===== config.mk =====
export PLATFORM = sky130hd
export DESIGN_NAME = step_pulse_gen_flat
export DESIGN_NICKNAME = d
export VERILOG_FILES = /design/src/rtl/step_pulse_gen_if.sv /design/src/rtl/step_pulse_gen.sv /design/src/flat_wrapper.sv
export SDC_FILE = /design/constraint.sdc
export NUM_CORES = 1
export LEC_CHECK = 0
export BUFFER_PORTS_ARGS = -buffer_cell sky130_fd_sc_hd__buf_2
export CORE_MARGIN = 5
export CORE_UTILIZATION = 35
export DETAILED_ROUTE_END_ITERATION = 8
export HOLD_SLACK_MARGIN = 0.12
export PLACE_DENSITY = 0.56
export SLEW_MARGIN = 5
export SYNTH_ARGS = -nofsm -noshare
export SYNTH_HDL_FRONTEND = slang
export SYNTH_SLANG_ARGS = --single-unit

===== constraint.sdc =====
create_clock -name clk -period 7.7 [get_ports clk]
set_clock_uncertainty 0.15 [all_clocks]
set_input_delay 0.385 -clock clk [delete_from_list [all_inputs] [get_ports clk]]
set_output_delay 0.385 -clock clk [all_outputs]
set_load 0.005 [all_outputs]

===== src/rtl/step_pulse_gen_if.sv =====
// Step pulse generator pin bundle: raw button/run inputs in,
// debounced level, step strobe and step count out.
//   btn_in, run_en     : raw asynchronous inputs (driven by master)
//   step_pulse         : one-cycle step strobe
//   btn_level          : debounced button level
//   step_count         : wrap-around step counter
interface step_pulse_gen_if #(
    parameter int COUNT_W = 16
);
    logic               btn_in;
    logic               run_en;
    logic               step_pulse;
    logic               btn_level;
    logic [COUNT_W-1:0] step_count;

    modport master (
        output btn_in,
        output run_en,
        input  step_pulse,
        input  btn_level,
        input  step_count
    );

    modport slave (
        input  btn_in,
        input  run_en,
        output step_pulse,
        output btn_level,
        output step_count
    );
endinterface


===== src/rtl/step_pulse_gen.sv =====
// Debounced manual step / free-running step strobe generator.
// Ports: clk, rst (sync active-high), bus (step_pulse_gen_if.slave).
module step_pulse_gen #(
    parameter int STABLE_COUNT = 1000000,
    parameter int RUN_PERIOD   = 50000000,
    parameter int COUNT_W      = 16
) (
    input  logic             clk,
    input  logic             rst,
    step_pulse_gen_if.slave  bus
);
    localparam int CNT_W = $clog2(STABLE_COUNT);
    localparam int PER_W = $clog2(RUN_PERIOD);

    localparam logic [CNT_W-1:0] CNT_LAST = CNT_W'(STABLE_COUNT - 1);
    localparam logic [CNT_W-1:0] CNT_ONE  = CNT_W'(1);
    localparam logic [PER_W-1:0] PER_LAST = PER_W'(RUN_PERIOD - 1);
    localparam logic [PER_W-1:0] PER_ONE  = PER_W'(1);

    localparam logic [1:0] IDLE         = 2'd0;
    localparam logic [1:0] PRESS_WAIT   = 2'd1;
    localparam logic [1:0] PRESSED      = 2'd2;
    localparam logic [1:0] RELEASE_WAIT = 2'd3;

    logic               btn_meta;
    logic               btn_sync;
    logic               run_meta;
    logic               run_sync;

    logic [1:0]         state;
    logic [1:0]         state_nxt;
    logic [CNT_W-1:0]   cnt;
    logic [CNT_W-1:0]   cnt_nxt;
    logic               level;
    logic               level_nxt;
    logic               press;

    logic [PER_W-1:0]   per;
    logic [PER_W-1:0]   per_nxt;
    logic               auto_step;

    logic               pulse;
    logic [COUNT_W-1:0] count;

    // Debounce: a level change is accepted only after STABLE_COUNT
    // consecutive agreeing synchronized samples.
    always_comb begin
        state_nxt = state;
        cnt_nxt   = cnt;
        level_nxt = level;
        press     = 1'b0;
        case (state)
            IDLE: begin
                if (btn_sync) begin
                    state_nxt = PRESS_WAIT;
                    cnt_nxt   = CNT_ONE;
                end
            end
            PRESS_WAIT: begin
                if (!btn_sync) begin
                    state_nxt = IDLE;
                    cnt_nxt   = '0;
                end else if (cnt == CNT_LAST) begin
                    state_nxt = PRESSED;
                    cnt_nxt   = '0;
                    level_nxt = 1'b1;
                    press     = 1'b1;
                end else begin
                    cnt_nxt = cnt + CNT_ONE;
                end
            end
            PRESSED: begin
                if (!btn_sync) begin
                    state_nxt = RELEASE_WAIT;
                    cnt_nxt   = CNT_ONE;
                end
            end
            RELEASE_WAIT: begin
                if (btn_sync) begin
                    state_nxt = PRESSED;
                    cnt_nxt   = '0;
                end else if (cnt == CNT_LAST) begin
                    state_nxt = IDLE;
                    cnt_nxt   = '0;
                    level_nxt = 1'b0;
                end else begin
                    cnt_nxt = cnt + CNT_ONE;
                end
            end
            default: begin
                state_nxt = IDLE;
                cnt_nxt   = '0;
                level_nxt = 1'b0;
            end
        endcase
    end

    // Period counter parks at zero while run is off, so the first
    // automatic step always lands a full period after run engages.
    always_comb begin
        per_nxt   = '0;
        auto_step = 1'b0;
        if (run_sync) begin
            if (per == PER_LAST) begin
                auto_step = 1'b1;
            end else begin
                per_nxt = per + PER_ONE;
            end
        end
    end

    always_ff @(posedge clk) begin
        if (rst) begin
            btn_meta <= 1'b0;
            btn_sync <= 1'b0;
            run_meta <= 1'b0;
            run_sync <= 1'b0;
            state    <= IDLE;
            cnt      <= '0;
            level    <= 1'b0;
            per      <= '0;
            pulse    <= 1'b0;
            count    <= '0;
        end else begin
            btn_meta <= bus.btn_in;
            btn_sync <= btn_meta;
            run_meta <= bus.run_en;
            run_sync <= run_meta;
            state    <= state_nxt;
            cnt      <= cnt_nxt;
            level    <= level_nxt;
            per      <= per_nxt;
            // Coincident press and auto strobes merge into one step.
            pulse    <= press | auto_step;
            if (press | auto_step) begin
                count <= count + 1'b1;
            end
        end
    end

    assign bus.step_pulse = pulse;
    assign bus.btn_level  = level;
    assign bus.step_count = count;
endmodule


===== src/flat_wrapper.sv =====
// flat-port wrapper written by rule: the top's interface ports become plain ports
module step_pulse_gen_flat 
#(
    parameter int STABLE_COUNT = 1000000,
    parameter int RUN_PERIOD   = 50000000,
    parameter int COUNT_W      = 16
)
  (clk, rst, bus_btn_in, bus_run_en, bus_step_pulse, bus_btn_level, bus_step_count);
  step_pulse_gen_if #(.COUNT_W(COUNT_W)) bus_i ();
  input  logic clk;
  input  logic rst;
  input wire logic [$bits(bus_i.btn_in)-1:0] bus_btn_in;
  input wire logic [$bits(bus_i.run_en)-1:0] bus_run_en;
  output wire logic [$bits(bus_i.step_pulse)-1:0] bus_step_pulse;
  output wire logic [$bits(bus_i.btn_level)-1:0] bus_btn_level;
  output wire logic [$bits(bus_i.step_count)-1:0] bus_step_count;
  assign bus_i.btn_in = bus_btn_in;
  assign bus_i.run_en = bus_run_en;
  assign bus_step_pulse = bus_i.step_pulse;
  assign bus_btn_level = bus_i.btn_level;
  assign bus_step_count = bus_i.step_count;
  step_pulse_gen #(.STABLE_COUNT(STABLE_COUNT), .RUN_PERIOD(RUN_PERIOD), .COUNT_W(COUNT_W)) u_core (.clk(clk), .rst(rst), .bus(bus_i));
endmodule

==> reports/qor.csv <==
metric;value;unit
status;finished clean;
reg2reg_slack;4700;ps
drtIter0Drc;215;
num_rows;35;
cp_max_fo;19;
via_per_inst;5.08;
wl_per_cell;12.8;µm
dp_hpwl;4.68;mm
synth-seq-area-share;41.5;%
cts_buffers;9;
synthMostInstantiatedCell;dfxtp_1;
first_global_vias;2673;
ir_drop;0.105;mV
critical_path_required;7780;ps
cts.clk_slew.worst_paths;70;ps
syn-cell-area;3380;µm²
die_y;108;µm
hold_viol_final;0;
synth_cells;392;
syn_nets;399;
boundaryPins;22;
num-fill-cells;931;
fin_crit_sh;39.0;%
cts_tree;yes;
synth.largest_area_cell;dfxtp_1;
dp.cells;531;
ys_seq_elements;70;
power;732;µW
yosysTopAreaCellShare;41.5;%
yosysUniqueCellTypes;47;
route.vias.total;2790;
dpl_cell_area;3600;µm²
gr-total-overflow;0;
antennaDiodeCount;0;
worst-setup-path-type;reg2reg;
cts_buffer_depth;2;
chipWidth;108;µm
holdCritPathClass;reg2reg;
dieArea;11700;µm²
grt_pass1_wl;12.1;mm
cts.htree.levels;3;
grtUsageTotal;12.8;%
cap_violations;0;
cts_root_buffer;clkbuf_8;
drcViolationCount;0;
dr.pass1.iters;4;
worst_slew_pin_slew;1080;ps
fmax;333;MHz
yosysWarnings;0;
total_leakage_power;1.37;nW
finalCriticalPeriod;3000;ps
drive_above_1_share;14.5;%
yosys-top-cells-area;dfxtp_1 (41%), xor2_1 (6.2%), nor2_1 (5.7%), nand3_1 (4.6%), nand2_1 (3.9%);
critPathArrivalTime;3080;ps
antenna_found_initial;0;
final_nets;422;
worst_hold_slack;290;ps
core_area;9330;µm²
start_util;36.2;%
dominantRegCellSynth;dfxtp_1;
async_flop_share;0;%
drv_slew;0;
finalSetupTns;0;ps
worst_setup_path_end_kind;flop;
synthTopCellsByCount;dfxtp_1 (70), nor2_1 (51), nand2_1 (35), nand3_1 (31), xor2_1 (24);
grt_max_degree;46;
clkLatencyLatePin;350;ps
gp_congestion;0.767;
power_density;190;nW/µm²
rsz0062_at_grt;no;
drt_wl_total;7.02;mm
io_buffers;21;
final_area;3850;µm²
maxSlewHeadroom;27.3;%
clock_sinks;70;
instances_no_fill;549;
cp-start-kind;flop;
synth_edf_count;0;
ant_nets;0;
setup_violations;0;
syn2layout_area_growth;14.0;%
syn_avg_cell_area;8.62;µm²
==> registers in the layout, summed over array words and instances, names as in the netlist, named ones only <==
register	flops
u_core.btn_sync	1
u_core.bus.step_pulse	1
u_core.bus.step_count	16
u_core.run_meta	1
u_core.per	26
u_core.cnt	20
u_core.btn_meta	1
u_core.run_sync	1
u_core.state	1
u_core.bus.btn_level	1
==> where the power goes <==
part	switching, mW	total [mW]	internal [mW]
Clock	0.137	0.352	0.215
Sequential	0.00166	0.365	0.364
Combinational	0.00952	0.0141	0.00463
Total	0.148	0.732	0.584
==> routing by layer <==
| layer | track usage, % | vias up | part of all wire (%) |
|---|---|---|---|
| met3 | 2.51 | 12 | 3.1 |
| met5 | 0 | - | 0 |
| met2 | 20.3 | 40 | 45 |
| met4 | 6.31 | 0 | 2.0 |
| met1 | 16.6 | 1307 | 50 |
| li1 | - | 1431 | - |
==> through the flow <==
stage	util, %	worst slack (ps)
after floorplan	-	5300
after global placement	38.6	4770
after detailed placement	38.6	4710
after CTS	41.3	4690
after global routing	41.3	4560
final	41.3	4700
==> cells in the final DEF (no fill, tap or decap), types with 5 or more instances in the layout <==
master and n:
buf_2 21, nand2b_1 5, xor2_1 24, o21ai_0 11
nor2b_1 19, mux2_2 9, xnor2_1 7, nand3_1 31
clkbuf_8 9, mux2_1 5, a31oi_1 12, inv_1 5
and4_1 7, a21oi_2 6, nand2_1 35, and3_1 6
nor2_1 51, a21oi_1 19, nand4_1 15, dfxtp_1 70
==> timing repair <==
| action | in CTS | in global routing |
|---|---|---|
| hold endpoints to repair | 2 | 0 |
| gates resized for setup | 0 | 0 |
| buffers inserted | 0 | 0 |
| hold buffers | 2 | 0 |
==> cell type report <==
| cell class | instances | area, µm² | area share, % |
|---|---|---|---|
| inverter | 5 | 18.8 | 0.487 |
| sequential | 70 | 1400 | 36.4 |
| tap | 129 | 161 | 4.19 |
| clock inverter | 4 | 95.1 | 2.47 |
| multi-input combinational | 303 | 1890 | 49.1 |
| clock buffer | 12 | 135 | 3.51 |
| timing repair buffer | 26 | 148 | 3.83 |
==> worst max-delay path: stages (launching register included) <==
cell and delay [ps]:
dfxtp_1 350, or4b_1 540, nor4_2 300, nand4_1 750
a21boi_0 440, mux2_2 360
==> cells by family (layout without fill, tap and decap cells) <==
group	count (synthesis)	count (layout)	synth area share (%)
DFF	70	70	41.5
AOI/OAI and AO/OA	57	57	10.4
buffers and inverters	19	47	2.52
and+or+nand+nor	196	196	31.2
xor gates and xnor gates	31	31	8.03
adders and majority gates	3	3	1.11
muxes	16	16	5.26
==> path summary, 6_finish.rpt <==
| path | start | to | cells past startpoint |
|---|---|---|---|
| setup / recovery | u_core.per[7] | u_core.bus.step_count[6] | 5 |
| hold reg to reg | u_core.run_meta | u_core.run_sync | 1 |
| setup reg to reg | u_core.per[7] | u_core.bus.step_count[6] | 5 |
| hold / removal | u_core.run_meta | u_core.run_sync | 1 |
Note: power is estimated with default switching activity, not from simulation.
